==> src/rtl/hist_table_ram.sv <==
// hist_table_ram: parametrised single-clock 1W1R storage array for predictor and
// history tables. After reset a sweep writes INIT_VALUE to every entry before
// requests are accepted.
//
// Ports:
//   i_clk      clock, all logic on the rising edge
//   i_rst      asynchronous active-high reset
//   o_ready    high once the clear sweep has finished
//   i_rd_en    read request
//   i_rd_addr  read address
//   o_rdata    registered read data; holds its value when no read is issued
//   o_rvalid   one-cycle pulse when o_rdata was updated
//   i_wr_en    write request
//   i_wr_addr  write address
//   i_wr_mask  byte enables; bit i covers wdata[8i+7:8i]
//   i_wdata    write data
//
// Build option:
//   HIST_TABLE_BYPASS_EN  defined   -> a colliding read returns the merged write value
//                         undefined -> a colliding read returns the pre-write value
//
// Addresses >= DEPTH are out of range: writes are dropped and reads return INIT_VALUE.
module hist_table_ram #(
   parameter int unsigned            DATA_WIDTH = 8,
   parameter int unsigned            ADDR_WIDTH = 8,
   parameter int unsigned            DEPTH      = 1 << ADDR_WIDTH,
   parameter logic [DATA_WIDTH-1:0]  INIT_VALUE = '0
) (
   input  logic                      i_clk,
   input  logic                      i_rst,
   output logic                      o_ready,
   input  logic                      i_rd_en,
   input  logic [ADDR_WIDTH-1:0]     i_rd_addr,
   output logic [DATA_WIDTH-1:0]     o_rdata,
   output logic                      o_rvalid,
   input  logic                      i_wr_en,
   input  logic [ADDR_WIDTH-1:0]     i_wr_addr,
   input  logic [DATA_WIDTH/8-1:0]   i_wr_mask,
   input  logic [DATA_WIDTH-1:0]     i_wdata
);

   localparam int unsigned           NumBytes = DATA_WIDTH / 8;
   // One extra bit so DEPTH == 2^ADDR_WIDTH is representable in the range compare.
   localparam logic [ADDR_WIDTH:0]   DepthExt = (ADDR_WIDTH+1)'(DEPTH);
   localparam logic [ADDR_WIDTH-1:0] LastIdx  = ADDR_WIDTH'(DEPTH - 1);

   typedef enum logic {StClear, StRun} state_e;

   state_e                  r_state;
   state_e                  w_state_nxt;
   logic [ADDR_WIDTH-1:0]   r_cnt;
   logic [DATA_WIDTH-1:0]   r_mem [DEPTH];
   logic [DATA_WIDTH-1:0]   r_rdata;
   logic                    r_rvalid;

   logic                    w_run;
   logic                    w_clear_we;
   logic                    w_rd_in_range;
   logic                    w_wr_in_range;
   logic                    w_rd_fire;
   logic                    w_wr_fire;
   logic [DATA_WIDTH-1:0]   w_rd_word;

   // State register
   always_ff @(posedge i_clk or posedge i_rst) begin
      if (i_rst) begin
         r_state <= StClear;
      end else begin
         r_state <= w_state_nxt;
      end
   end

   // Next-state logic: leave CLEAR once the last entry is written
   always_comb begin
      w_state_nxt = r_state;
      unique case (r_state)
         StClear: if (r_cnt == LastIdx) w_state_nxt = StRun;
         StRun:   w_state_nxt = StRun;
         default: w_state_nxt = StClear;
      endcase
   end

   // State-decoded outputs
   always_comb begin
      w_run      = 1'b0;
      w_clear_we = 1'b0;
      unique case (r_state)
         StClear: w_clear_we = 1'b1;
         StRun:   w_run      = 1'b1;
         default: w_clear_we = 1'b1;
      endcase
   end

   assign o_ready = w_run;

   // Sweep counter; only advances while clearing
   always_ff @(posedge i_clk or posedge i_rst) begin
      if (i_rst) begin
         r_cnt <= '0;
      end else if (w_clear_we) begin
         r_cnt <= r_cnt + 1'b1;
      end
   end

   assign w_rd_in_range = ({1'b0, i_rd_addr} < DepthExt);
   assign w_wr_in_range = ({1'b0, i_wr_addr} < DepthExt);
   assign w_rd_fire     = w_run & i_rd_en;
   assign w_wr_fire     = w_run & i_wr_en & w_wr_in_range;

   // Storage array; not reset, the sweep initialises it
   always_ff @(posedge i_clk) begin
      if (w_clear_we) begin
         r_mem[r_cnt] <= INIT_VALUE;
      end else if (w_wr_fire) begin
         for (int b = 0; b < NumBytes; b++) begin
            if (i_wr_mask[b]) r_mem[i_wr_addr][8*b +: 8] <= i_wdata[8*b +: 8];
         end
      end
   end

   // Read word selection, including optional same-cycle forwarding
   always_comb begin
      w_rd_word = INIT_VALUE;
      if (w_rd_in_range) begin
         w_rd_word = r_mem[i_rd_addr];
`ifdef HIST_TABLE_BYPASS_EN
         if (w_wr_fire && (i_wr_addr == i_rd_addr)) begin
            for (int b = 0; b < NumBytes; b++) begin
               if (i_wr_mask[b]) w_rd_word[8*b +: 8] = i_wdata[8*b +: 8];
            end
         end
`endif
      end
   end

   // Registered read port
   always_ff @(posedge i_clk or posedge i_rst) begin
      if (i_rst) begin
         r_rdata  <= '0;
         r_rvalid <= 1'b0;
      end else begin
         r_rvalid <= w_rd_fire;
         if (w_rd_fire) r_rdata <= w_rd_word;
      end
   end

   assign o_rdata  = r_rdata;
   assign o_rvalid = r_rvalid;

endmodule
==> config.mk <==
export PLATFORM = sky130hd
export DESIGN_NAME = hist_table_ram
export DESIGN_NICKNAME = d
export VERILOG_FILES = /design/src/rtl/hist_table_ram.sv
export SDC_FILE = /design/constraint.sdc
export NUM_CORES = 2
export LEC_CHECK = 0
export ABC_AREA = 1
export BUFFER_PORTS_ARGS = -buffer_cell sky130_fd_sc_hd__buf_2
export CAP_MARGIN = 20
export CORE_MARGIN = 1
export CORE_UTILIZATION = 30
export DETAILED_ROUTE_END_ITERATION = 12
export MAX_ROUTING_LAYER = met4
export PLACE_DENSITY = 0.4
export SETUP_SLACK_MARGIN = 0.5
export SLEW_MARGIN = 5
export SYNTH_ARGS = -nofsm -noshare
export SYNTH_HDL_FRONTEND = slang
export SYNTH_SLANG_ARGS = --single-unit
==> constraint.sdc <==
create_clock -name i_clk -period 10.95 [get_ports i_clk]
set_input_delay 2.19 -clock i_clk [delete_from_list [all_inputs] [get_ports i_clk]]
set_output_delay 2.19 -clock i_clk [all_outputs]
set_load 0.03 [all_outputs]
==> impl_metrics.tcl <==
set metrics [dict create \
    cts_setup_buffers 0 \
    holdWs_ns 0.524 \
    htreeDepth 4 \
    nFillCells 27506 \
    ys_seq_area_share_pct 73.7 \
    grt_pass1_wl_um 387000 \
    ctsHoldBuffers 0 \
    rows 193 \
    routed.top_layer "met4" \
    setup-tns-final_ns 0 \
    via_per_inst 4.97 \
    drc 0 \
    dpl.hpwl_um 149000 \
    tritoncts "built" \
    pre_cts_ws_ns 4.80 \
    layout_common_cells "2095 x nand2_1, 2048 x edfxtp_1, 2043 x nand3_1, 284 x nor2_1, 235 x clkbuf_16" \
    syn_to_final_growth_pct 12.7 \
    met1_length_um 123000 \
    fmax_mhz 189 \
    r2r_cells 6 \
    syn_nets 7118 \
    min_from "o_rdata[5]$_DFFE_PP0P_" \
    async_flop_share_pct 0.871 \
    postSynthAreaPerCell_um2 11.9 \
    powerDensity_mw_per_mm2 179 \
    finalCriticalPeriod_ns 5.30 \
    wl_met2_um 129000 \
    clock_path_buffers 4 \
    grt_pass1_vias 52044 \
    critPathKind "primary input to register" \
    crit_start "i_wr_mask" \
    postRouteAntennaNets 0 \
    worst_pin_slew_ns 1.14 \
    gr-total-overflow 0 \
    initial_core_util_pct 30.3 \
    r2r_start "r_state$_DFF_PP0_" \
    grt_max_degree 225 \
    utilization_pct 34.1 \
    ys_types 27 \
    core_mm2 0.277 \
    layout_commonest_cell "nand2_1" \
    io_pins 39 \
    root_buffer "clkbuf_16" \
    cp-end-kind "register" \
    hold_viol_final 0 \
    track_usage_pct 19.4 \
    cts_buffers 231 \
    yosysWarnings 0 \
    die_h_um 531 \
    vias 53869 \
    dieWidth_um 531 \
    min_path_type "register to register" \
    cts_sinks 2066 \
    insertion_delay_ns 0.88 \
    post_cts_resized 0 \
    drive_gt1_share_pct 6.68 \
    outcome "finished, final reports clean" \
    dr.pass1.iters 5 \
    synth-edff-count 2048 \
    wl_met3_um 11500 \
    portBuffers 38 \
    finalPower_w 0.0169 \
    routedWlPerCell_um 24.9 \
    nets 6987 \
    dieArea_mm2 0.282 \
    required_ns 11.44 \
    regArea_mm2 0.0619 \
    clk_pin_slew_worst_paths_ns 0.06 \
    multi_input_area_mm2 0.0196 \
    slew-limit-headroom_pct 24.2 \
    post-route-worst-setup-slack_ns 5.65 \
    syn-cell-area_mm2 0.0840 \
    hold_depth 2 \
    slew_viol_final 0 \
    vdd_drop_max_mv 0.134 \
    antenna_found_initial 9 \
    syn_inst 7088 \
    p_leak_nw 31.1 \
    cap_violations 0 \
    globalplace.congestion 0.816 \
    rsz0062_at_grt "no" \
    ys_dominant_reg_cell "edfxtp_1" \
    path_max_fanout 25 \
    drt-initial-drc-count 4697 \
    worstPathArrival_ns 5.78 \
    cp-start-kind "primary input" \
    fin_worst_skew_ns 0.0296 \
    setup-violations-final 0 \
    wirelength_um 270000 \
    synth_seq_cells 2066 \
    finalCritPeriodShare_pct 48.4 \
]
cells by family (layout without fill, tap and decap cells):
kind of cell / after synthesis / count (layout) / synth area share [%]
AOI/OAI and AO/OA: 10 / 10 / 0.103
adders and majority gates: 1 / 1 / 0.0149
other: 0 / 8 / 0
buffers and inverters: 548 / 596 / 3.10
xor gates and xnor gates: 7 / 7 / 0.0729
and+or+nand+nor: 4456 / 4456 / 23.0
DFF: 2066 / 2066 / 73.7
path summary, 6_finish.rpt:
check	end	slack, ns
worst max register to register	r_mem[32][7]$_DFFE_PP_	6.36
worst min-delay path	o_rdata[5]$_DFFE_PP0P_	0.52
worst min register to register	o_rdata[5]$_DFFE_PP0P_	0.52
min in group asynchronous	o_rvalid$_DFF_PP0_	1.49
max in group asynchronous	r_cnt[7]$_DFFE_PP0N_	8.94
worst max-delay path	r_mem[32][7]$_DFFE_PP_	5.65
flip-flops by register name, summed over array words and instances (netlist names):
name      count
o_rvalid      1
r_state       1
r_mem      2048
o_rdata       8
r_cnt         8
layout make-up:
class,instances,share of cell area [%]
multi-input cells,4474,20.7
flip-flops and latches,2066,65.4
inverters,63,0.285
well taps,3705,4.89
repair buffers,121,1.15
clock inverters,123,1.07
clock buffers,289,6.49
diodes,8,0.0211
metal layers:
layer	vias up	global-route usage, %
met5	-	-
met4	0	4.71
met3	352	2.37
met2	1322	30.8
met1	27276	26.4
li1	24919	-
critical path: stages:
cell,delay (ns)
buf_2,0.10
nand3_4,0.40
nand2_1,0.27
o21ai_4,0.10
nor2_1,0.87
nand2_1,0.90
nor2_1,0.91
synth_stat cells (2+ instances only):
cell type,n,area (um^2)
o21ai_2,3,26.3
buf_4,31,233
inv_1,56,210
clkbuf_1,76,285
buf_6,5,56.3
nor2_1,292,1100
o21ai_0,4,20.0
nor2_2,6,37.5
buf_2,315,1580
o21ai_4,2,32.5
inv_2,5,18.8
xor2_1,4,35.0
nand2_1,2110,7920
dfrtp_1,18,450
edfxtp_1,2048,61500
nand3_1,2043,10200
buf_1,58,218
xnor2_1,3,26.3
metrics by stage:
step | instance area (um^2) | instances
floorplan | 84000 | 7088
global placement | 87500 | 10428
detailed placement | 87500 | 10429
CTS | 94700 | 10841
global route | 94700 | 10848
finish | 94700 | 10849
report_power, final:
part	switching, W	total [W]	internal, W
registers	0	0.00856	0.00856
clock network	0.00318	0.00753	0.00435
logic	0.000631	0.000854	0.000224
total	0.00381	0.0169	0.0131
No activity file was read; power rests on OpenSTA's default activity.
